===== config.mk =====
export PLATFORM = sky130hd
export DESIGN_NAME = dmem_port_arbiter_flat
export DESIGN_NICKNAME = d
export VERILOG_FILES = /design/src/rtl/dmem_port_arbiter_if.sv /design/src/rtl/dmem_port_arbiter.sv /design/src/flat_wrapper.sv
export SDC_FILE = /design/constraint.sdc
export NUM_CORES = 1
export LEC_CHECK = 0
export CELL_PAD_IN_SITES_DETAIL_PLACEMENT = 1
export CELL_PAD_IN_SITES_GLOBAL_PLACEMENT = 1
export CORE_ASPECT_RATIO = 0.9
export CORE_MARGIN = 10
export CORE_UTILIZATION = 25
export DETAILED_ROUTE_END_ITERATION = 12
export GPL_TIMING_DRIVEN = 0
export PLACE_DENSITY = 0.76
export RECOVER_POWER = 100
export SLEW_MARGIN = 30
export SYNTH_ARGS = -nofsm -noshare
export SYNTH_HDL_FRONTEND = slang
export SYNTH_SLANG_ARGS = --single-unit

===== constraint.sdc =====
create_clock -name clk -period 2.15 [get_ports clk]
set_input_delay 0.5375 -clock clk [delete_from_list [all_inputs] [get_ports clk]]
set_output_delay 0.5375 -clock clk [all_outputs]
set_load 0.05 [all_outputs]

===== src/rtl/dmem_port_arbiter_if.sv =====
// Bundle of the fetch port, the Memory-stage data port and the unified RAM
// handshake served by dmem_port_arbiter.
interface dmem_port_arbiter_if #(
    parameter int ADDR_W = 32,
    parameter int DATA_W = 32
);
    logic              if_req;
    logic [ADDR_W-1:0] if_addr;
    logic [DATA_W-1:0] if_rdata;
    logic              if_done;
    logic              if_stall;
    logic              d_read;
    logic              d_write;
    logic [2:0]        d_mode;
    logic [ADDR_W-1:0] d_addr;
    logic [DATA_W-1:0] d_wdata;
    logic [DATA_W-1:0] d_rdata;
    logic              d_done;
    logic              d_stall;
    logic              ram_req;
    logic              ram_we;
    logic [2:0]        ram_mode;
    logic [ADDR_W-1:0] ram_addr;
    logic [DATA_W-1:0] ram_wdata;
    logic [DATA_W-1:0] ram_rdata;
    logic              ram_ack;

    // Pipeline stages and RAM model side
    modport master (
        output if_req, if_addr, d_read, d_write, d_mode, d_addr, d_wdata,
               ram_rdata, ram_ack,
        input  if_rdata, if_done, if_stall, d_rdata, d_done, d_stall,
               ram_req, ram_we, ram_mode, ram_addr, ram_wdata
    );

    // Arbiter side
    modport slave (
        input  if_req, if_addr, d_read, d_write, d_mode, d_addr, d_wdata,
               ram_rdata, ram_ack,
        output if_rdata, if_done, if_stall, d_rdata, d_done, d_stall,
               ram_req, ram_we, ram_mode, ram_addr, ram_wdata
    );
endinterface


===== src/rtl/dmem_port_arbiter.sv =====
// Shares one variable-latency single-port memory between instruction fetch and
// the data port. Define DMEM_ARB_RR_EN for round-robin, else data has priority.
module dmem_port_arbiter #(
    parameter int ADDR_W = 32,
    parameter int DATA_W = 32
) (
    input logic               clk,
    input logic               rst_n,
    dmem_port_arbiter_if.slave bus
);
    localparam logic [1:0] IDLE   = 2'd0;
    localparam logic [1:0] BUSY_I = 2'd1;
    localparam logic [1:0] BUSY_D = 2'd2;

    logic [1:0]        state;
    logic              ram_req_q;
    logic              ram_we_q;
    logic [2:0]        ram_mode_q;
    logic [ADDR_W-1:0] ram_addr_q;
    logic [DATA_W-1:0] ram_wdata_q;
    logic [DATA_W-1:0] if_rdata_q;
    logic [DATA_W-1:0] d_rdata_q;
    logic              if_done_q;
    logic              d_done_q;

    logic if_pend;
    logic d_pend;
    logic grant_d;
    logic grant_i;

    // A request still held during its own done cycle is the finished one, not a new one.
    assign if_pend = bus.if_req & ~if_done_q;
    assign d_pend  = (bus.d_read | bus.d_write) & ~d_done_q;

`ifdef DMEM_ARB_RR_EN
    logic rr_d_first;

    assign grant_d = d_pend & (~if_pend | rr_d_first);

    always_ff @(posedge clk) begin
        if (!rst_n) begin
            rr_d_first <= 1'b1;
        end else if (state == IDLE) begin
            if (grant_d)      rr_d_first <= 1'b0;
            else if (grant_i) rr_d_first <= 1'b1;
        end
    end
`else
    assign grant_d = d_pend;
`endif

    assign grant_i = if_pend & ~grant_d;

    always_ff @(posedge clk) begin
        if (!rst_n) begin
            state       <= IDLE;
            ram_req_q   <= 1'b0;
            ram_we_q    <= 1'b0;
            ram_mode_q  <= 3'b000;
            ram_addr_q  <= '0;
            ram_wdata_q <= '0;
            if_rdata_q  <= '0;
            d_rdata_q   <= '0;
            if_done_q   <= 1'b0;
            d_done_q    <= 1'b0;
        end else begin
            if_done_q <= 1'b0;
            d_done_q  <= 1'b0;
            case (state)
                IDLE: begin
                    if (grant_d) begin
                        ram_we_q    <= bus.d_write;
                        ram_mode_q  <= bus.d_mode;
                        ram_addr_q  <= bus.d_addr;
                        ram_wdata_q <= bus.d_wdata;
                        ram_req_q   <= 1'b1;
                        state       <= BUSY_D;
                    end else if (grant_i) begin
                        ram_we_q   <= 1'b0;
                        ram_mode_q <= 3'b000;
                        ram_addr_q <= bus.if_addr;
                        ram_req_q  <= 1'b1;
                        state      <= BUSY_I;
                    end
                end
                BUSY_I: begin
                    if (ram_req_q && bus.ram_ack) begin
                        if_rdata_q <= bus.ram_rdata;
                        if_done_q  <= 1'b1;
                        ram_req_q  <= 1'b0;
                        state      <= IDLE;
                    end
                end
                BUSY_D: begin
                    if (ram_req_q && bus.ram_ack) begin
                        if (!ram_we_q) d_rdata_q <= bus.ram_rdata;
                        d_done_q  <= 1'b1;
                        ram_req_q <= 1'b0;
                        state     <= IDLE;
                    end
                end
                default: begin
                    ram_req_q <= 1'b0;
                    state     <= IDLE;
                end
            endcase
        end
    end

    assign bus.ram_req   = ram_req_q;
    assign bus.ram_we    = ram_we_q;
    assign bus.ram_mode  = ram_mode_q;
    assign bus.ram_addr  = ram_addr_q;
    assign bus.ram_wdata = ram_wdata_q;
    assign bus.if_rdata  = if_rdata_q;
    assign bus.d_rdata   = d_rdata_q;
    assign bus.if_done   = if_done_q;
    assign bus.d_done    = d_done_q;
    assign bus.if_stall  = bus.if_req & ~if_done_q;
    assign bus.d_stall   = (bus.d_read | bus.d_write) & ~d_done_q;
endmodule


===== src/flat_wrapper.sv =====
// flat-port wrapper written by rule: the top's interface ports become plain ports
module dmem_port_arbiter_flat 
#(
    parameter int ADDR_W = 32,
    parameter int DATA_W = 32
)
  (clk, rst_n, bus_if_req, bus_if_addr, bus_d_read, bus_d_write, bus_d_mode, bus_d_addr, bus_d_wdata, bus_ram_rdata, bus_ram_ack, bus_if_rdata, bus_if_done, bus_if_stall, bus_d_rdata, bus_d_done, bus_d_stall, bus_ram_req, bus_ram_we, bus_ram_mode, bus_ram_addr, bus_ram_wdata);
  dmem_port_arbiter_if #(.ADDR_W(ADDR_W), .DATA_W(DATA_W)) bus_i ();
  input logic clk;
  input logic rst_n;
  input wire logic [$bits(bus_i.if_req)-1:0] bus_if_req;
  input wire logic [$bits(bus_i.if_addr)-1:0] bus_if_addr;
  input wire logic [$bits(bus_i.d_read)-1:0] bus_d_read;
  input wire logic [$bits(bus_i.d_write)-1:0] bus_d_write;
  input wire logic [$bits(bus_i.d_mode)-1:0] bus_d_mode;
  input wire logic [$bits(bus_i.d_addr)-1:0] bus_d_addr;
  input wire logic [$bits(bus_i.d_wdata)-1:0] bus_d_wdata;
  input wire logic [$bits(bus_i.ram_rdata)-1:0] bus_ram_rdata;
  input wire logic [$bits(bus_i.ram_ack)-1:0] bus_ram_ack;
  output wire logic [$bits(bus_i.if_rdata)-1:0] bus_if_rdata;
  output wire logic [$bits(bus_i.if_done)-1:0] bus_if_done;
  output wire logic [$bits(bus_i.if_stall)-1:0] bus_if_stall;
  output wire logic [$bits(bus_i.d_rdata)-1:0] bus_d_rdata;
  output wire logic [$bits(bus_i.d_done)-1:0] bus_d_done;
  output wire logic [$bits(bus_i.d_stall)-1:0] bus_d_stall;
  output wire logic [$bits(bus_i.ram_req)-1:0] bus_ram_req;
  output wire logic [$bits(bus_i.ram_we)-1:0] bus_ram_we;
  output wire logic [$bits(bus_i.ram_mode)-1:0] bus_ram_mode;
  output wire logic [$bits(bus_i.ram_addr)-1:0] bus_ram_addr;
  output wire logic [$bits(bus_i.ram_wdata)-1:0] bus_ram_wdata;
  assign bus_i.if_req = bus_if_req;
  assign bus_i.if_addr = bus_if_addr;
  assign bus_i.d_read = bus_d_read;
  assign bus_i.d_write = bus_d_write;
  assign bus_i.d_mode = bus_d_mode;
  assign bus_i.d_addr = bus_d_addr;
  assign bus_i.d_wdata = bus_d_wdata;
  assign bus_i.ram_rdata = bus_ram_rdata;
  assign bus_i.ram_ack = bus_ram_ack;
  assign bus_if_rdata = bus_i.if_rdata;
  assign bus_if_done = bus_i.if_done;
  assign bus_if_stall = bus_i.if_stall;
  assign bus_d_rdata = bus_i.d_rdata;
  assign bus_d_done = bus_i.d_done;
  assign bus_d_stall = bus_i.d_stall;
  assign bus_ram_req = bus_i.ram_req;
  assign bus_ram_we = bus_i.ram_we;
  assign bus_ram_mode = bus_i.ram_mode;
  assign bus_ram_addr = bus_i.ram_addr;
  assign bus_ram_wdata = bus_i.ram_wdata;
  dmem_port_arbiter #(.ADDR_W(ADDR_W), .DATA_W(DATA_W)) u_core (.clk(clk), .rst_n(rst_n), .bus(bus_i));
endmodule

Word level (Yosys, flattened, before mapping)
Cells that the tools add are included.
Widths: inputs -> output; s select.
{ "classes": {"n_eq_ne": 4, "n_reduce_logical": 11, "bitwise_logic": 8, "mux": 15} }
{ "ops": {"columns": ["operator", "count"], "rows": [
  ["$mux 32", 2],
  ["$reduce_and 2->1", 6],
  ["$mux 1", 6],
  ["$mux 2", 3],
  ["$mux 3", 2],
  ["$not 1->1", 4],
  ["$pmux 2 s2", 1],
  ["$and 1x1->1", 3],
  ["$ne 3x1->1 const B", 1],
  ["$reduce_and 3->1", 1],
  ["$eq 2x1->1 const B", 1],
  ["$eq 2x2->1 const B", 1],
  ["$logic_not 2->1", 1],
  ["$ne 2x1->1 const B", 1],
  ["$pmux 1 s2", 1],
  ["$reduce_bool 2->1", 1],
  ["$reduce_or 2->1", 1],
  ["$logic_and 1x1->1", 1],
  ["$or 1x1->1", 1]
]} }
{ "totals": {"regBits": 137} }

Logic depth before layout (Yosys ltp)
{ "depth": {"word_depth": 7, "ltp_mapped": 8, "ltp_nobuf": 5} }

Least setup slack after synthesis
No wires, ideal clock.
{ "synth_path": {"path_type": "reg2out", "startpoint": "reg u_core.d_done_q, in the netlist u_core.bus.d_done", "endpoint": "out bus_d_stall", "path_slack_ps": 146, "required_time_ps": 1612, "path_stages_with_launch": 5, "arrival_time_ps": 1466, "path_cell_list": "dfxtp_1 > o21bai_2 > buf_2 > buf_2 > inv_1"} }
{ "synth_via": {"elab_chain_len": 2} }
{ "synth_rtl": {"columns": ["element", "line_no", "text"], "rows": [
  ["start, declared", "dmem_port_arbiter.sv:24", "logic d_done_q;"],
  ["start signal, assigned", "dmem_port_arbiter.sv:65", "d_done_q <= 1'b0;"],
  ["start signal, assigned", "dmem_port_arbiter.sv:68", "d_done_q <= 1'b0;"],
  ["start signal, assigned", "dmem_port_arbiter.sv:97", "d_done_q <= 1'b1;"],
  ["$not 1->1", "dmem_port_arbiter.sv:120", "assign bus.d_stall = (bus.d_read | bus.d_write) & ~d_done_q;"],
  ["$and 1x1->1", "dmem_port_arbiter.sv:120", null],
  ["end, declared", "flat_wrapper.sv:25", "output wire logic [$bits(bus_i.d_stall)-1:0] bus_d_stall;"]
]} }
No other way between the ends.

Final worst setup path
{ "layout_path": {"startpoint": "reg u_core.ram_addr_q[25], in the netlist u_core.bus.ram_addr[25]", "endpoint": "out bus_ram_addr[25]"} }
{ "layout_rtl": {"columns": ["element", "line_no", "text"], "rows": [
  ["start, declared", "dmem_port_arbiter.sv:19", "logic [ADDR_W-1:0] ram_addr_q;"],
  ["start signal, assigned", "dmem_port_arbiter.sv:74", "ram_addr_q <= bus.d_addr;"],
  ["start signal, assigned", "dmem_port_arbiter.sv:81", "ram_addr_q <= bus.if_addr;"],
  ["end, declared", "flat_wrapper.sv:29", "output wire logic [$bits(bus_i.ram_addr)-1:0] bus_ram_addr;"]
]} }
No word-level cell between the ends.

==> summary.txt <==
Run status
  – Status: completed

Run
  – Max_cap viols: 0

Floorplan
  – Die Span Y: 168 microns
  – FP Rows: 54
  – Die X-Extent: 184 microns
  – IO Pins: 274
  – Core region area: 24,100 sq um
  – Starting density of the core: 25.2%
  – DIE AREA: 31,000 sq um

Worst setup path
  – Arrival time worst endpoint: 1.58 ns
  – Critical path's largest stage delay: 0.81 ns
  – CP max-delay cell: clkdlybuf4s50_1
  – Endpoint class of the critical path: primary output
  – Worst-path cell chain: clkdlybuf4s50_1
  – Critical path class: register to primary output
  – Crit path launch type: register
  – CP max FO: 3
  – Top delay family on crit path: buffers and inverters
  – Buf/Inv on CP: 1
  – Critical Path RT: 1.61 ns

Yosys
  – Synth Area in Compound Gates: 25.8%
  – Post-synth EDFFs: 0
  – Top_reg_cell synth: dfxtp_1
  – Main combinational cell family by area after synthesis: compound AO/OA/AOI/OAI gates
  – Synth Area in XOR/XNOR: 0%
  – Synthesized flop and latch total: 137
  – Post-synthesis sequential area ratio: 45.1%
  – Syn Nets: 839
  – Post-Synth Adder-Cell Area: 0.617%
  – Synthesized area per cell: 8.70 sq um
  – Share of flip-flops with an asynchronous set or reset: 0%
  – Mapped cell area: 6080 sq um
  – Simple-gate share of the synthesized area: 21.8%
  – Multiplexer area fraction after synthesis: 0.350%
  – Cell variety after synth: 38
  – Cells after Synth: 699
  – Syn. warnings: 0

Pwr
  – Leakage power: 0.00350 uW
  – Pwr Density: 1140 nW/um^2
  – Switching Share: 42.4%
  – Combinational share of power: 40.1%
  – Internal: 6180 uW
  – Psw: 4550 uW
  – Flop pwr share: 30.5%
  – Worst vdd rail ir drop: 0.000566 V
  – Clock power frac: 29.4%

Global route
  – Initial antenna violation count: 3
  – Vias in the first global route: 6,819
  – Total congestion overflow: 0
  – First-pass GRT wire length: 40.0 mm
  – Largest net degree at the start of global routing: 20
  – GRT Resource Usage Total: 16.4%

Placed design
  – Placement Cell Area: 9190 sq um
  – Port buffer count: 272
  – RePlAce Congestion: 0.762
  – Post-DP HPWL: 20.0 mm

CTS
  – Root Buffer Master: clkbuf_16
  – # clock sinks: 137
  – H-tree Lvls: 4
  – Worst-Skew Late Latency: 0.42 ns
  – Hold-fix buffer count after cts: 0
  – TritonCTS clock tree: built
  – Max clock buf depth: 2
  – Clk slew on worst S/H paths: 0.06 ns
  – TritonCTS Buffers: 17

STA
  – Setup_tns: 0 ns
  – WHS: 0.457 ns
  – Final setup viols: 0
  – Rel. slew slack: 54.9%
  – Crit share post-route: 98.3%
  – Fin crit period: 2.11 ns
  – Max-slew violation count: 0
  – Slew @ Worst Pin: 0.680 ns
  – Clock Skew: 0.0105 ns
  – Fmax: 0.473 GHz
  – Hold Vio Cnt, Final: 0

Drt
  – Vias per cell: 4.86
  – Initial DRC Count: 235
  – Total wire length: 26.3 mm
  – Drt pass-1 iters: 4
  – DR DRC count: 0
  – Post-route ant nets: 0
  – WL/cell: 20.0 microns
  – Via count: 6,405

Cells and area
  – Area growth from synthesis to layout: 54.4%
  – Fillcell total: 2,846
  – NumNets Final: 1,134
  – Final instance area: 9390 sq um
  – Layout cells sized above 1: 7.94%

Hold path
  – Worst min path class: register to register
[worst reg2reg max path, cell delays in order, from the launching register on]
cell      delay (ns)
dfxtp_1         0.32
inv_1           0.09
ha_1            0.19
buf_6           0.16
clkbuf_2        0.26
clkbuf_1        0.42
o221ai_1        0.22
a21oi_1         0.18
[synthesized netlist by cell type (all sizes together), types with 2 or more instances]
cell type | n | area (sq um)
o22ai | 3 | 18.8
inv | 4 | 15.0
clkbuf | 28 | 109
ha | 3 | 37.5
a21boi | 98 | 736
or4bb | 2 | 22.5
o221ai | 31 | 272
buf | 42 | 262
nand2b | 33 | 209
a21oi | 35 | 175
nand3 | 33 | 165
nand4bb | 29 | 327
nand2 | 138 | 518
o21ai | 66 | 330
dfxtp | 137 | 2740
[per-layer routing]
metal | wire (microns) | GRT usage [%]
met5 | 0 | 0
met4 | 555 | 4.73
met3 | 2610 | 7.66
met2 | 12200 | 26.2
met1 | 10900 | 19.1
[registers in the layout, indices dropped and copies added, names as in the netlist]
signal and cells:
u_core.bus.ram_we 1, u_core.bus.ram_wdata 32, u_core.bus.ram_mode 3, u_core.bus.if_rdata 32
u_core.bus.d_done 1, u_core.bus.ram_req 1, u_core.bus.ram_addr 32, u_core.bus.if_done 1
u_core.bus.d_rdata 32, u_core.state 2
[placed cells by master (no fill, tap or decap), drive strengths merged, types with 2 or more instances in the layout]
cell	instances
clkdlybuf4s50	156
nand2	138
dfxtp	137
clkbuf	120
a21boi	98
o21ai	66
dlygate4sd2	53
a21oi	35
buf	35
nand2b	33
nand3	33
o221ai	31
nand4bb	29
clkinv	6
inv	6
bufinv	4
diode	3
o22ai	3
ha	3
or4bb	2
[cell type report]
cell class              count  area, sq um  share of cell area (%)
repair buffers            277         2310                    24.6
well taps                 308          385                    4.10
clock inverters            13          194                    2.07
diodes                      3         7.51                  0.0800
flip-flops and latches    137         2740                    29.2
inverters                   4         15.0                   0.160
multi-input cells         488         2960                    31.5
plain buffers              69          340                    3.62
clock buffers              19          433                    4.61
[power by group through the flow]
stage	clock, uW	combinational, uW	sequential (uW)
after floorplan	0	1570	4760
after global placement	0	4750	3300
after detailed placement	0	4780	3330
after CTS	3260	4660	3270
after global routing	3360	4640	3330
final	3160	4310	3270
[repair_timing]
action,in CTS,in global routing
setup buffers,0,5
resized for setup,74,60
setup endpoints to repair,53,61
pin swaps,1,1
[logic make-up after synthesis]
| kind of cell | Yosys count |
|---|---|
| muxes | 2 |
| buffers and inverters | 74 |
| and+or+nand+nor | 246 |
| AOI/OAI and AO/OA | 237 |
| adders and majority gates | 3 |
| DFF | 137 |
[per-stage QoR]
| step | util [%] | std cells | total power (uW) | worst slack (ns) |
|---|---|---|---|---|
| 2_1_floorplan | - | 699 | 6330 | 0.146 |
| 3_3_place_gp | 38.1 | 1279 | 8050 | -1.12 |
| 3_5_place_dp | 38.1 | 1279 | 8110 | -1.12 |
| 4_1_cts | 40.5 | 1310 | 11200 | 0.000223 |
| 5_1_grt | 38.9 | 1318 | 11300 | -0.00427 |
| 6_report | 38.9 | 1318 | 10700 | 0.0368 |
[path summary, 6_finish.rpt]
check | startpoint | to | slack, ns | cells past startpoint
setup / recovery | u_core.bus.ram_addr[25] | bus_ram_addr[25] | 0.04 | 1
hold / removal | u_core.bus.if_rdata[28] | u_core.bus.if_rdata[28] | 0.46 | 2
setup reg to reg | u_core.state[0] | u_core.bus.ram_addr[24] | 0.23 | 7
hold reg to reg | u_core.bus.if_rdata[28] | u_core.bus.if_rdata[28] | 0.46 | 2
Note: power is estimated with default switching activity, not from simulation.
